## config.mk

```make
export PLATFORM = sky130hd
export DESIGN_NAME = multi_player_control_flat
export DESIGN_NICKNAME = d
export VERILOG_FILES = /design/src/rtl/multi_player_control_if.sv /design/src/rtl/multi_player_control.sv /design/src/flat_wrapper.sv
export SDC_FILE = /design/constraint.sdc
export NUM_CORES = 1
export LEC_CHECK = 0
export ABC_AREA = 1
export CORE_ASPECT_RATIO = 1.2
export CORE_MARGIN = 4
export CORE_UTILIZATION = 56
export CTS_CLUSTER_DIAMETER = 60
export DETAILED_ROUTE_END_ITERATION = 8
export PLACE_DENSITY = 0.89
export SETUP_SLACK_MARGIN = 0.05
export SLEW_MARGIN = 30
export SYNTH_ARGS = -nofsm -noshare
export SYNTH_HDL_FRONTEND = slang
export SYNTH_SLANG_ARGS = --single-unit
```

## constraint.sdc

```tcl
create_clock -name clk -period 7.45 [get_ports clk]
set_clock_uncertainty 0.15 [all_clocks]
set_input_delay 1.49 -clock clk [delete_from_list [all_inputs] [get_ports clk]]
set_output_delay 1.49 -clock clk [all_outputs]
set_load 0.01 [all_outputs]
```

## src/rtl/multi_player_control_if.sv

```systemverilog
// Map tile read port between multi_player_control (master) and the map store (slave).
// Fixed-latency strobe protocol, no backpressure.
interface multi_player_control_if #(
  parameter int COORD_W = 8,
  parameter int TILE_W  = 3
);
  // map_rd_en is a one-cycle request strobe (no ready). The slave must accept every
  // strobe and present map_rd_tile exactly MAP_RD_LAT cycles later. Only the most
  // recent strobe's result is meaningful.
  logic               map_rd_en;
  logic [COORD_W-1:0] map_rd_x;
  logic [COORD_W-1:0] map_rd_y;
  logic [TILE_W-1:0]  map_rd_tile;

  modport master (output map_rd_en, map_rd_x, map_rd_y, input map_rd_tile);
  modport slave  (input map_rd_en, map_rd_x, map_rd_y, output map_rd_tile);
endinterface

```

## src/rtl/multi_player_control.sv

```systemverilog
// Tick-paced movement and collision controller for N players on a tile map.
// Optional CONTROL_WRAP_EN: off-map targets wrap to the opposite edge instead of colliding.
module multi_player_control #(
  parameter int N_PLAYERS  = 2,
  parameter int COORD_W    = 8,
  parameter int MAP_W      = 40,
  parameter int MAP_H      = 30,
  parameter int TICK_DIV   = 16_250_000,
  parameter int MAP_RD_LAT = 1
) (
  input  logic                         clk,
  input  logic                         rst,
  input  logic                         start,
  input  logic                         halt,
  input  logic [N_PLAYERS-1:0]         enable,
  input  logic [N_PLAYERS*3-1:0]       direction,
  input  logic [N_PLAYERS*COORD_W-1:0] start_x,
  input  logic [N_PLAYERS*COORD_W-1:0] start_y,
  multi_player_control_if.master       map,
  output logic [N_PLAYERS*COORD_W-1:0] pos_x,
  output logic [N_PLAYERS*COORD_W-1:0] pos_y,
  output logic [N_PLAYERS-1:0]         collision,
  output logic                         step_done,
  output logic                         busy,
  output logic [2:0]                   dbg_state
);

  localparam int IDX_W = (N_PLAYERS > 1) ? $clog2(N_PLAYERS) : 1;
  localparam int CNT_W = $clog2(TICK_DIV);

  localparam logic [2:0] DIR_RIGHT  = 3'd1;
  localparam logic [2:0] DIR_LEFT   = 3'd2;
  localparam logic [2:0] DIR_DOWN   = 3'd3;
  localparam logic [2:0] DIR_UP     = 3'd4;
  localparam logic [2:0] TILE_EMPTY = 3'd0;

  localparam logic [COORD_W-1:0] ONE      = COORD_W'(1);
  localparam logic [COORD_W-1:0] MAP_W_C  = COORD_W'(MAP_W);
  localparam logic [COORD_W-1:0] MAP_H_C  = COORD_W'(MAP_H);
  localparam logic [IDX_W-1:0]   LAST_IDX = IDX_W'(N_PLAYERS - 1);
  localparam logic [CNT_W-1:0]   CNT_LAST = CNT_W'(TICK_DIV - 1);
  localparam logic [1:0]         LAT_LAST = 2'(MAP_RD_LAT - 1);

  typedef enum logic [2:0] {
    S_IDLE      = 3'd0,
    S_WAIT_TICK = 3'd1,
    S_EVAL      = 3'd2,
    S_READ      = 3'd3,
    S_CHECK     = 3'd4,
    S_DONE      = 3'd5
  } state_t;

  state_t             state;
  logic [CNT_W-1:0]   cnt;
  logic               tick_pend;
  logic [IDX_W-1:0]   idx;
  logic [1:0]         lat_cnt;
  logic [COORD_W-1:0] px [N_PLAYERS];
  logic [COORD_W-1:0] py [N_PLAYERS];
  logic [COORD_W-1:0] sx [N_PLAYERS];
  logic [COORD_W-1:0] sy [N_PLAYERS];
  logic [2:0]         dir_a [N_PLAYERS];

  for (genvar g = 0; g < N_PLAYERS; g++) begin : g_pack
    assign sx[g] = start_x[g*COORD_W +: COORD_W];
    assign sy[g] = start_y[g*COORD_W +: COORD_W];
    assign dir_a[g] = direction[g*3 +: 3];
    assign pos_x[g*COORD_W +: COORD_W] = px[g];
    assign pos_y[g*COORD_W +: COORD_W] = py[g];
  end

  assign busy      = (state == S_EVAL) || (state == S_READ) || (state == S_CHECK);
  assign dbg_state = state;

  logic [2:0]         cur_dir;
  logic [COORD_W-1:0] cur_x, cur_y, tx, ty;
  logic               moving, oob, conflict, skip, last;

  always_comb begin
    cur_dir  = dir_a[idx];
    cur_x    = px[idx];
    cur_y    = py[idx];
    tx       = cur_x;
    ty       = cur_y;
    moving   = 1'b1;
    conflict = 1'b0;
    case (cur_dir)
      DIR_RIGHT: tx = cur_x + ONE;
      DIR_LEFT:  tx = cur_x - ONE;
      DIR_DOWN:  ty = cur_y + ONE;
      DIR_UP:    ty = cur_y - ONE;
      default:   moving = 1'b0;
    endcase
`ifdef CONTROL_WRAP_EN
    if (cur_dir == DIR_RIGHT && tx == MAP_W_C) tx = '0;
    if (cur_dir == DIR_LEFT  && cur_x == '0)   tx = MAP_W_C - ONE;
    if (cur_dir == DIR_DOWN  && ty == MAP_H_C) ty = '0;
    if (cur_dir == DIR_UP    && cur_y == '0)   ty = MAP_H_C - ONE;
`endif
    // Underflow of 0-1 lands at all-ones, so it is caught by the same compare.
    oob = (tx >= MAP_W_C) || (ty >= MAP_H_C);
    for (int j = 0; j < N_PLAYERS; j++) begin
      if (IDX_W'(j) != idx && enable[j] && px[j] == tx && py[j] == ty) conflict = 1'b1;
    end
    skip = !enable[idx] || collision[idx] || !moving;
    last = (idx == LAST_IDX);
  end

  always_ff @(posedge clk or negedge rst) begin
    if (!rst) begin
      state         <= S_IDLE;
      cnt           <= '0;
      tick_pend     <= 1'b0;
      idx           <= '0;
      lat_cnt       <= '0;
      collision     <= '0;
      step_done     <= 1'b0;
      map.map_rd_en <= 1'b0;
      map.map_rd_x  <= '0;
      map.map_rd_y  <= '0;
      for (int k = 0; k < N_PLAYERS; k++) begin
        px[k] <= '0;
        py[k] <= '0;
      end
    end else begin
      map.map_rd_en <= 1'b0;
      step_done     <= 1'b0;
      if (start) begin
        // Restart abandons any scan in flight; a pending tile read is never sampled.
        state     <= S_WAIT_TICK;
        cnt       <= '0;
        tick_pend <= 1'b0;
        idx       <= '0;
        collision <= '0;
        for (int k = 0; k < N_PLAYERS; k++) begin
          px[k] <= sx[k];
          py[k] <= sy[k];
        end
      end else begin
        if (state != S_IDLE) begin
          if (cnt == CNT_LAST) begin
            cnt       <= '0;
            tick_pend <= 1'b1;
          end else begin
            cnt <= cnt + CNT_W'(1);
          end
        end
        case (state)
          S_IDLE: ;
          S_WAIT_TICK: begin
            if (tick_pend) begin
              tick_pend <= 1'b0;
              idx       <= '0;
              state     <= S_EVAL;
            end
          end
          S_EVAL: begin
            if (!skip && !oob && !conflict) begin
              map.map_rd_en <= 1'b1;
              map.map_rd_x  <= tx;
              map.map_rd_y  <= ty;
              lat_cnt       <= '0;
              state         <= S_READ;
            end else begin
              if (!skip) collision[idx] <= 1'b1;
              if (last) begin
                step_done <= 1'b1;
                state     <= S_DONE;
              end else begin
                idx   <= idx + IDX_W'(1);
                state <= S_EVAL;
              end
            end
          end
          S_READ: begin
            if (lat_cnt == LAT_LAST) state <= S_CHECK;
            else lat_cnt <= lat_cnt + 2'd1;
          end
          S_CHECK: begin
            // map_rd_x/y still hold the target issued in EVAL.
            if (map.map_rd_tile == TILE_EMPTY) begin
              px[idx] <= map.map_rd_x;
              py[idx] <= map.map_rd_y;
            end else begin
              collision[idx] <= 1'b1;
            end
            if (last) begin
              step_done <= 1'b1;
              state     <= S_DONE;
            end else begin
              idx   <= idx + IDX_W'(1);
              state <= S_EVAL;
            end
          end
          S_DONE: state <= halt ? S_IDLE : S_WAIT_TICK;
          default: state <= S_IDLE;
        endcase
      end
    end
  end

endmodule

```

## src/flat_wrapper.sv

```systemverilog
// flat-port wrapper written by rule: the top's interface ports become plain ports
module multi_player_control_flat 
#(
  parameter int N_PLAYERS  = 2,
  parameter int COORD_W    = 8,
  parameter int MAP_W      = 40,
  parameter int MAP_H      = 30,
  parameter int TICK_DIV   = 16_250_000,
  parameter int MAP_RD_LAT = 1
)
  (clk, rst, start, halt, enable, direction, start_x, start_y, pos_x, pos_y, collision, step_done, busy, dbg_state, map_map_rd_en, map_map_rd_x, map_map_rd_y, map_map_rd_tile);
  multi_player_control_if #(.COORD_W(COORD_W), .TILE_W(3)) map_i ();
  input  logic clk;
  input  logic rst;
  input  logic start;
  input  logic halt;
  input  logic [N_PLAYERS-1:0] enable;
  input  logic [N_PLAYERS*3-1:0] direction;
  input  logic [N_PLAYERS*COORD_W-1:0] start_x;
  input  logic [N_PLAYERS*COORD_W-1:0] start_y;
  output logic [N_PLAYERS*COORD_W-1:0] pos_x;
  output logic [N_PLAYERS*COORD_W-1:0] pos_y;
  output logic [N_PLAYERS-1:0] collision;
  output logic step_done;
  output logic busy;
  output logic [2:0] dbg_state;
  output wire logic [$bits(map_i.map_rd_en)-1:0] map_map_rd_en;
  output wire logic [$bits(map_i.map_rd_x)-1:0] map_map_rd_x;
  output wire logic [$bits(map_i.map_rd_y)-1:0] map_map_rd_y;
  input wire logic [$bits(map_i.map_rd_tile)-1:0] map_map_rd_tile;
  assign map_map_rd_en = map_i.map_rd_en;
  assign map_map_rd_x = map_i.map_rd_x;
  assign map_map_rd_y = map_i.map_rd_y;
  assign map_i.map_rd_tile = map_map_rd_tile;
  multi_player_control #(.N_PLAYERS(N_PLAYERS), .COORD_W(COORD_W), .MAP_W(MAP_W), .MAP_H(MAP_H), .TICK_DIV(TICK_DIV), .MAP_RD_LAT(MAP_RD_LAT)) u_core (.clk(clk), .rst(rst), .start(start), .halt(halt), .enable(enable), .direction(direction), .start_x(start_x), .start_y(start_y), .map(map_i), .pos_x(pos_x), .pos_y(pos_y), .collision(collision), .step_done(step_done), .busy(busy), .dbg_state(dbg_state));
endmodule
```

==> impl_table.tex, run 1 <==
\begin{tabular}{lr}
\hline
Metric & Value \\
\hline
\multicolumn{2}{l}{\textbf{Die}} \\
Die boundary width & 105 µm \\
I/O pins & 103 \\
Row count & 42 \\
Initial core utilization & 57.2\% \\
Area of the die & 13000 µm² \\
Vertical die dimension & 124 µm \\
Core Box Area & 11000 µm² \\
\multicolumn{2}{l}{\textbf{Clock network}} \\
Cell at the root of the clock tree & sky130\_fd\_sc\_hd\_\_clkbuf\_16 \\
Total clock buffers created by CTS & 9 \\
Clock-pin transition on the worst setup and hold timing paths & 0.06 ns \\
Level count of the clock H-tree & 3 \\
Total clock sinks & 83 \\
Maximum count of clock buffers along a single path & 2 \\
Post-CTS Setup Repair Bufs & 0 \\
CTS tree & done \\
\# resized after CTS & 0 \\
Hold buffer count at CTS & 0 \\
Skew-Pair Late Insertion Delay & 0.34 ns \\
\multicolumn{2}{l}{\textbf{Worst hold path}} \\
Worst hold path class & flop to flop \\
Start point of the worst min-delay path & u\_core.lat\_cnt[0] \\
\multicolumn{2}{l}{\textbf{Pwr}} \\
Share of total power in the clock network & 32.7\% \\
Sequential Power Share & 36.2\% \\
Switching pwr & 478 µW \\
Switching share of total power & 33.9\% \\
Total power per unit cell area & 184 nW/µm² \\
Combinational power share & 31.1\% \\
Maximum ir drop on the vdd rail & 0.128 mV \\
Leakage & 0.00362 µW \\
Total internal power & 934 µW \\
\multicolumn{2}{l}{\textbf{Synthesis}} \\
Sequential share of the synthesized area & 33.0\% \\
Post-synthesis xor/xnor area fraction & 1.67\% \\
Number of instances in the synthesized netlist & 933 \\
Count of state elements after synthesis & 83 \\
Syn\_nets & 995 \\
Synth warn & 0 \\
Number of unique standard cell types used by synthesis & 48 \\
Most instantiated flip-flop cell in the synthesis netlist & sky130\_fd\_sc\_hd\_\_dfrtp\_1 \\
Fraction of the mapped netlist area in compound gates & 14.2\% \\
Post-Synth Simple-Gate Area & 36.0\% \\
Average cell area after synthesis & 6.74 µm² \\
Dominant combinational cell family by area after synthesis & simple AND/OR/NAND/NOR gates \\
Share of flip-flops with an asynchronous set or reset after synthesis & 100\% \\
Number of enable flip-flop cells after synthesis & 0 \\
Post-synth design cell area & 6290 µm² \\
Synth Area in Adders & 3.22\% \\
Post-synthesis mux area share & 0.159\% \\
\multicolumn{2}{l}{\textbf{STA}} \\
Total of endpoints with negative setup slack in the final report & 0 \\
Achievable Freq & 0.192 GHz \\
Pin slew with the least headroom to its limit & 0.764 ns \\
Final Cycle Share & 69.9\% \\
Setup TNS Final & 0 ns \\
Tightest slew margin relative to the limit & 49.1\% \\
Total count of max-transition violations in the final report & 0 \\
Final hold viol count & 0 \\
Final Critical Period & 5.21 ns \\
Final setup margin & 2.24 ns \\
Worst hold slack & 0.342 ns \\
Unrepaired setup endpoints after global routing & no \\
\multicolumn{2}{l}{\textbf{Cells and area}} \\
Most frequent cells in the layout & 262 x sky130\_fd\_sc\_hd\_\_nand2\_1, 141 x sky130\_fd\_sc\_hd\_\_inv\_1, 101 x sky130\_fd\_sc\_hd\_\_clkdlybuf4s50\_1 \\
Layout overhead on the synthesized area & 21.8\% \\
Total number of nets in the final design & 1088 \\
Diodes inserted & 0 \\
Layout cells sized above 1 & 9.70\% \\
Most frequent standard cell in the layout excluding fill and tap cells & sky130\_fd\_sc\_hd\_\_nand2\_1 \\
Final cell count without fillers & 1163 \\
\multicolumn{2}{l}{\textbf{Worst setup path}} \\
Worst path most repeated cell & sky130\_fd\_sc\_hd\_\_inv\_1 \\
Series of cell instances along the critical path & clkdlybuf4s50\_1 -> inv\_1 -> nand2\_1 -> nand2\_4 -> nand3\_4 -> inv\_1 -> ha\_1 -> a21oi\_1 -> o21ai\_0 -> a21oi\_1 -> inv\_1 -> nor2\_1 -> inv\_1 -> nand3\_1 -> nand2\_1 -> inv\_1 -> nand2\_1 -> o21ai\_0 -> nor2\_2 -> nand3\_2 -> nand4\_4 -> inv\_2 -> nand2\_1 -> o21ai\_1 \\
Startpoint type of the worst setup path & input port \\
Critical path start-end classification & input port to flop \\
Cell type of the slowest stage on the worst timing path & sky130\_fd\_sc\_hd\_\_clkdlybuf4s50\_1 \\
Worst Path Max Fanout & 25 \\
Source of the critical timing path & direction[2] \\
Family with the most delay on the worst path & simple AND/OR/NAND/NOR gates \\
FF-to-FF Start & u\_core.idx \\
Largest stage delay, worst path & 0.48 ns \\
Critical Path RT & 7.56 ns \\
Arrival @ worst endpoint & 5.31 ns \\
Critical path buffers and inverters & 7 \\
Crit path capture type & flop \\
\multicolumn{2}{l}{\textbf{Detailed routing}} \\
Post-detailed-route wirelength per cell & 16.0 µm \\
First-iteration detailed-routing DRC count & 555 \\
Total detailed-routing wirelength & 18600 µm \\
Antenna violation net count after detailed routing & 0 \\
Length of the first detailed-routing pass in iterations & 7 \\
Average vias per placed instance & 5.68 \\
Drt drc & 0 \\
Total via count after detailed routing & 6606 \\
\multicolumn{2}{l}{\textbf{Global route}} \\
Pin count of the biggest net entering global routing & 84 \\
Vias in the first global route & 5937 \\
GR Util All Layers & 28.3\% \\
Initial antenna violation count & 0 \\
Grt total ovfl & 0 \\
Wire length of the first global-routing pass & 29400 µm \\
\multicolumn{2}{l}{\textbf{Placement}} \\
Setup slack after placement & 2.00 ns \\
Post-Place Cells & 1147 \\
HPWL reported at the end of detailed placement & 14000 µm \\
Final RePlAce weighted congestion & 0.941 \\
Number of input and output port buffers inserted & 102 \\
\multicolumn{2}{l}{\textbf{Flow run}} \\
Max-capacitance violation count & 0 \\
\multicolumn{2}{l}{\textbf{Status}} \\
Run status & completed \\
\hline
\end{tabular}
[cell families after synthesis]
| kind of cell | count (synthesis) |
|---|---|
| AOI/OAI and AO/OA | 154 |
| muxes | 1 |
| buffers and inverters | 176 |
| DFF | 83 |
| and+or+nand+nor | 492 |
| adders and majority gates | 15 |
| xor gates and xnor gates | 12 |
[Yosys cell counts (2+ instances only)]
cell,count,share of area (%)
sky130_fd_sc_hd__nand2_1,262,16
sky130_fd_sc_hd__inv_1,141,8.4
sky130_fd_sc_hd__dfrtp_1,83,33
sky130_fd_sc_hd__o21ai_0,74,5.9
sky130_fd_sc_hd__nand3_1,71,5.7
sky130_fd_sc_hd__nor2_1,68,4.1
sky130_fd_sc_hd__nand2_2,30,3.0
sky130_fd_sc_hd__a21oi_1,23,1.8
sky130_fd_sc_hd__o21ai_1,16,1.3
sky130_fd_sc_hd__o21ai_2,15,2.1
sky130_fd_sc_hd__clkbuf_1,14,0.84
sky130_fd_sc_hd__ha_1,13,2.6
sky130_fd_sc_hd__nor3_1,13,1.0
sky130_fd_sc_hd__nand4_1,10,1.0
sky130_fd_sc_hd__xor2_1,10,1.4
sky130_fd_sc_hd__inv_2,9,0.54
sky130_fd_sc_hd__nand2_4,8,1.4
sky130_fd_sc_hd__nand3_2,8,1.3
sky130_fd_sc_hd__nor4_1,6,0.60
sky130_fd_sc_hd__buf_6,5,0.90
sky130_fd_sc_hd__o22ai_1,5,0.50
sky130_fd_sc_hd__nor2_2,4,0.40
sky130_fd_sc_hd__o21a_1,4,0.48
sky130_fd_sc_hd__a22oi_1,3,0.36
sky130_fd_sc_hd__nand3b_1,3,0.36
sky130_fd_sc_hd__o211ai_1,3,0.36
sky130_fd_sc_hd__a2bb2oi_1,2,0.28
sky130_fd_sc_hd__a31oi_1,2,0.20
sky130_fd_sc_hd__buf_12,2,0.64
sky130_fd_sc_hd__buf_4,2,0.24
sky130_fd_sc_hd__clkinv_1,2,0.12
sky130_fd_sc_hd__fa_1,2,0.64
sky130_fd_sc_hd__nor3b_1,2,0.24
sky130_fd_sc_hd__o31ai_1,2,0.24
sky130_fd_sc_hd__or2_1,2,0.20
sky130_fd_sc_hd__xnor2_1,2,0.28
[stage by stage]
| step | util [%] | area [µm²] | total power (µW) |
|---|---|---|---|
| after floorplan | - | 6290 | 787 |
| after global placement | 66.8 | 7340 | 940 |
| after detailed placement | 66.9 | 7350 | 948 |
| after CTS | 69.7 | 7660 | 1410 |
| after global routing | 69.7 | 7660 | 1480 |
| final | 69.7 | 7660 | 1410 |
[sequential cells by signal (all words and copies together) (netlist names)]
signal	count
u_core.pos_x	16
u_core.tick_pend	1
u_core.dbg_state	3
u_core.lat_cnt	2
u_core.cnt	24
u_core.step_done	1
u_core.collision	2
u_core.map.map_rd_y	8
u_core.map.map_rd_en	1
u_core.map.map_rd_x	8
u_core.idx	1
u_core.pos_y	16
[tightest hold or removal path, cell delays in order, from the launching register on]
cell	delay, ns
sky130_fd_sc_hd__dfrtp_1	0.34
sky130_fd_sc_hd__nand2_1	0.05
sky130_fd_sc_hd__o21ai_1	0.06
[final timing paths]
kind | endpoint | slack (ns) | depth (start not counted)
min in group asynchronous | u_core.lat_cnt[1] | 1.07 | 1
hold reg to reg | u_core.lat_cnt[0] | 0.34 | 2
setup / recovery | u_core.map.map_rd_y[1] | 2.24 | 24
max in group asynchronous | u_core.idx | 5.55 | 1
setup reg to reg | u_core.map.map_rd_y[1] | 2.83 | 23
hold / removal | u_core.lat_cnt[0] | 0.34 | 2
[layer usage]
layer	global-route usage [%]	share of wire, %	vias up
li1	-	-	3184
met1	36.5	40	3029
met2	48.0	48	338
met3	3.58	8.3	55
met4	12.7	3.6	0
met5	0	0	-
[power by group through the flow]
stage,sequential [µW],clock (µW),combinational [µW]
6_report,512,461,439
5_1_grt,515,485,482
4_1_cts,511,464,434
3_5_place_dp,519,0,429
3_3_place_gp,518,0,421
2_1_floorplan,519,0,267
[layout make-up]
class,instances,area (µm²)
fill,891,3330
sequential,83,2080
clock inverter,1,30.0
multi-input combinational,674,3480
clock buffer,15,278
inverter,153,577
timing repair buffer,105,1040
tap,132,165
No activity file was read; power rests on OpenSTA's default activity.
==> run 2, diff against run 1 <==
--- a/config.mk
+++ b/config.mk
@@ -8,10 +8,10 @@
 export ABC_AREA = 1
 export CORE_ASPECT_RATIO = 1.2
 export CORE_MARGIN = 4
-export CORE_UTILIZATION = 56
+export CORE_UTILIZATION = 49
 export CTS_CLUSTER_DIAMETER = 60
 export DETAILED_ROUTE_END_ITERATION = 8
-export PLACE_DENSITY = 0.89
+export PLACE_DENSITY = 0.83
 export SETUP_SLACK_MARGIN = 0.05
 export SLEW_MARGIN = 30
 export SYNTH_ARGS = -nofsm -noshare
==> constraint.sdc (replaced) <==
create_clock -name clk -period 4.2 [get_ports clk]
set_clock_uncertainty 0.15 [all_clocks]
set_input_delay 0.84 -clock clk [delete_from_list [all_inputs] [get_ports clk]]
set_output_delay 0.84 -clock clk [all_outputs]
set_load 0.01 [all_outputs]
==> run 2 against run 1 <==
Clock power increased by 66%. First-iteration DRC count decreased by 15%. Worst setup slack got worse by 2.0 ns. Sequential cell count unchanged. Highest routed layer unchanged. Largest cell class unchanged. Sequential share of layout area decreased by 0.84 points. Die area increased by 13%. Register-to-register slack got worse by 2.4 ns. Critical endpoint is now u_core.map.map_rd_y[2]. Global-route usage decreased by 3.3 points.
==> impl_table.tex, run 2 (same netlist as run 1, synthesis figures left out) <==
\begin{tabular}{lr}
\hline
Metric & Value \\
\hline
\multicolumn{2}{l}{\textbf{STA}} \\
Final Cycle Share & 94.7\% \\
Setup TNS Final & 0 ns (unchanged) \\
Worst hold slack & 0.338 ns (-0.00384 ns) \\
Achievable Freq & 0.251 GHz \\
Total count of max-transition violations in the final report & 0 (unchanged) \\
Final hold viol count & 0 (unchanged) \\
Unrepaired setup endpoints after global routing & no \\
Tightest slew margin relative to the limit & 48.9\% (-0.13 points) \\
Final Critical Period & 3.98 ns \\
Pin slew with the least headroom to its limit & 0.766 ns (+0.00191 ns) \\
Total of endpoints with negative setup slack in the final report & 0 (unchanged) \\
\multicolumn{2}{l}{\textbf{Global route}} \\
Vias in the first global route & 6152 (+3.6\%) \\
Pin count of the biggest net entering global routing & 84 (unchanged) \\
Wire length of the first global-routing pass & 30100 µm (+2.7\%) \\
Initial antenna violation count & 0 (unchanged) \\
Grt total ovfl & 0 (unchanged) \\
GR Util All Layers & 25.0\% (-3.3 points) \\
\multicolumn{2}{l}{\textbf{Cells and area}} \\
Most frequent cells in the layout & 260 x sky130\_fd\_sc\_hd\_\_nand2\_1, 139 x sky130\_fd\_sc\_hd\_\_inv\_1, 101 x sky130\_fd\_sc\_hd\_\_clkdlybuf4s50\_1 \\
Layout overhead on the synthesized area & 25.7\% \\
Most frequent standard cell in the layout excluding fill and tap cells & sky130\_fd\_sc\_hd\_\_nand2\_1 \\
Diodes inserted & 0 (unchanged) \\
Layout cells sized above 1 & 12.3\% (+2.6 points) \\
Final cell count without fillers & 1214 (+4.4\%) \\
Register with the highest flop count & u\_core.cnt \\
Filler Cell Count & 1136 (+27\%) \\
Fin area & 7900 µm² (+3.2\%) \\
Max FFs per register & 24 (unchanged) \\
Total number of nets in the final design & 1108 (+1.8\%) \\
\multicolumn{2}{l}{\textbf{Worst hold path}} \\
Endpoint of the worst hold-timing path & u\_core.lat\_cnt[0] \\
Worst hold path class & flop to flop \\
Min-Delay Path Depth & 2 (unchanged) \\
Start point of the worst min-delay path & u\_core.lat\_cnt[0] \\
\multicolumn{2}{l}{\textbf{Placement}} \\
Final RePlAce weighted congestion & 0.944 (+0.37\%) \\
Post-Place Cells & 1197 (+4.4\%) \\
Number of input and output port buffers inserted & 102 (unchanged) \\
HPWL reported at the end of detailed placement & 14600 µm (+4.3\%) \\
Placed standard-cell area & 7510 µm² (+2.2\%) \\
\multicolumn{2}{l}{\textbf{Pwr}} \\
Power Total & 2490 µW (+76\%) \\
Leakage & 0.00370 µW (+2.2\%) \\
Total power per unit cell area & 315 nW/µm² (+71\%) \\
Maximum ir drop on the vdd rail & 0.262 mV (+110\%) \\
\multicolumn{2}{l}{\textbf{Worst setup path}} \\
Setup slack of the most critical reg-to-reg path & 0.42 ns (-2.41 ns) \\
Largest stage delay, worst path & 0.48 ns (about the same) \\
Reg2Reg Capture Point & u\_core.map.map\_rd\_y[2] \\
Critical path start-end classification & input port to flop \\
Startpoint type of the worst setup path & input port \\
Worst path most repeated cell & sky130\_fd\_sc\_hd\_\_nand2\_1 \\
Critical path buffers and inverters & 6 (-1) \\
Critical Path RT & 4.32 ns (-3.24 ns) \\
Cell count of the worst reg-to-reg path & 22 (-4.3\%) \\
Worst Path Max Fanout & 10 (-60\%) \\
Arrival @ worst endpoint & 4.09 ns (-1.22 ns) \\
Family with the most delay on the worst path & simple AND/OR/NAND/NOR gates \\
Crit path capture type & flop \\
Source of the critical timing path & direction[3] \\
FF-to-FF Start & u\_core.idx \\
Cell type of the slowest stage on the worst timing path & sky130\_fd\_sc\_hd\_\_clkdlybuf4s50\_1 \\
\multicolumn{2}{l}{\textbf{Die}} \\
Area of the die & 14700 µm² (+13\%) \\
Vertical die dimension & 132 µm (+6.5\%) \\
Row count & 45 (+7.1\%) \\
Initial core utilization & 49.9\% (-7.4 points) \\
Die boundary width & 111 µm (+6.4\%) \\
Core Box Area & 12600 µm² (+15\%) \\
I/O pins & 103 (unchanged) \\
\multicolumn{2}{l}{\textbf{Clock network}} \\
Skew-Pair Late Insertion Delay & 0.34 ns (about the same) \\
Total clock buffers created by CTS & 9 (unchanged) \\
Level count of the clock H-tree & 3 (unchanged) \\
CTS tree & done \\
Maximum count of clock buffers along a single path & 2 (unchanged) \\
Cell at the root of the clock tree & sky130\_fd\_sc\_hd\_\_clkbuf\_16 \\
Clock-pin transition on the worst setup and hold timing paths & 0.06 ns (about the same) \\
Total clock sinks & 83 (unchanged) \\
\multicolumn{2}{l}{\textbf{Flow run}} \\
Max-capacitance violation count & 0 (unchanged) \\
\multicolumn{2}{l}{\textbf{Status}} \\
Run status & completed \\
\multicolumn{2}{l}{\textbf{Detailed routing}} \\
First-iteration detailed-routing DRC count & 471 (-15\%) \\
Length of the first detailed-routing pass in iterations & 6 (-1) \\
Total via count after detailed routing & 6568 (-0.58\%) \\
Total detailed-routing wirelength & 18900 µm (+1.4\%) \\
Drt drc & 0 (unchanged) \\
Average vias per placed instance & 5.41 (-4.8\%) \\
Post-detailed-route wirelength per cell & 15.5 µm (-2.8\%) \\
Antenna violation net count after detailed routing & 0 (unchanged) \\
\hline
\end{tabular}
run 2: how the worst max path moves through the flow:
stage | end | slack, ns | cells after the start
detailed placement | u_core.map.map_rd_x[0] | -0.07 | 23
global route | u_core.map.map_rd_y[2] | 0.01 | 24
CTS | u_core.map.map_rd_x[0] | 0.26 | 23
finish | u_core.map.map_rd_y[2] | 0.22 | 26
global placement | u_core.map.map_rd_x[0] | -0.07 | 22
floorplan | u_core.map.map_rd_y[3] | 0.72 | 23
run 2: per-layer routing:
layer	track usage, %	part of all wire, %	vias to the layer above
li1	-	-	3212
met2	42.9	49	220
met1	32.0	41	3094
met3	4.36	6.5	42
met4	8.25	2.9	0
met5	0	0	-
run 2: what timing repair did:
item,4_1_cts,5_1_grt
endpoints found under the setup margin,0,24
setup buffers,0,2
resized for setup,0,17
hold buffers,0,0
run 2: worst register-to-register path, delay by kind of cell, from the launching register on:
kind                     cells  cell delay [ns]
AO/OA/AOI/OAI                2             0.25
adder cells (fa/ha/maj)      1             0.46
buffers and inverters        3             0.57
flip-flops                   1             0.55
AND/OR/NAND/NOR             16             1.73
run 2: area by class of cell:
cell class	instances	area [µm²]	share of cell area, %
multi-input combinational	674	3540	44.8
timing repair buffer	125	1220	15.5
inverter	153	583	7.38
tap	164	205	2.60
clock buffer	12	236	2.99
sequential	83	2080	26.3
clock inverter	3	40.0	0.507
run 2: where the power goes:
group	switching, µW	internal [µW]	leakage, µW
clock	309	456	0.000136
sequential	58.7	849	0.00110
combinational	491	323	0.00247
run 2: metrics by stage:
| step | utilization [%] | worst slack [ns] |
|---|---|---|
| 3_5_place_dp | 59.6 | -0.0747 |
| 2_1_floorplan | - | 0.723 |
| 5_1_grt | 62.7 | 0.0135 |
| 4_1_cts | 61.8 | 0.256 |
| 6_report | 62.7 | 0.221 |
| 3_3_place_gp | 59.6 | -0.0719 |
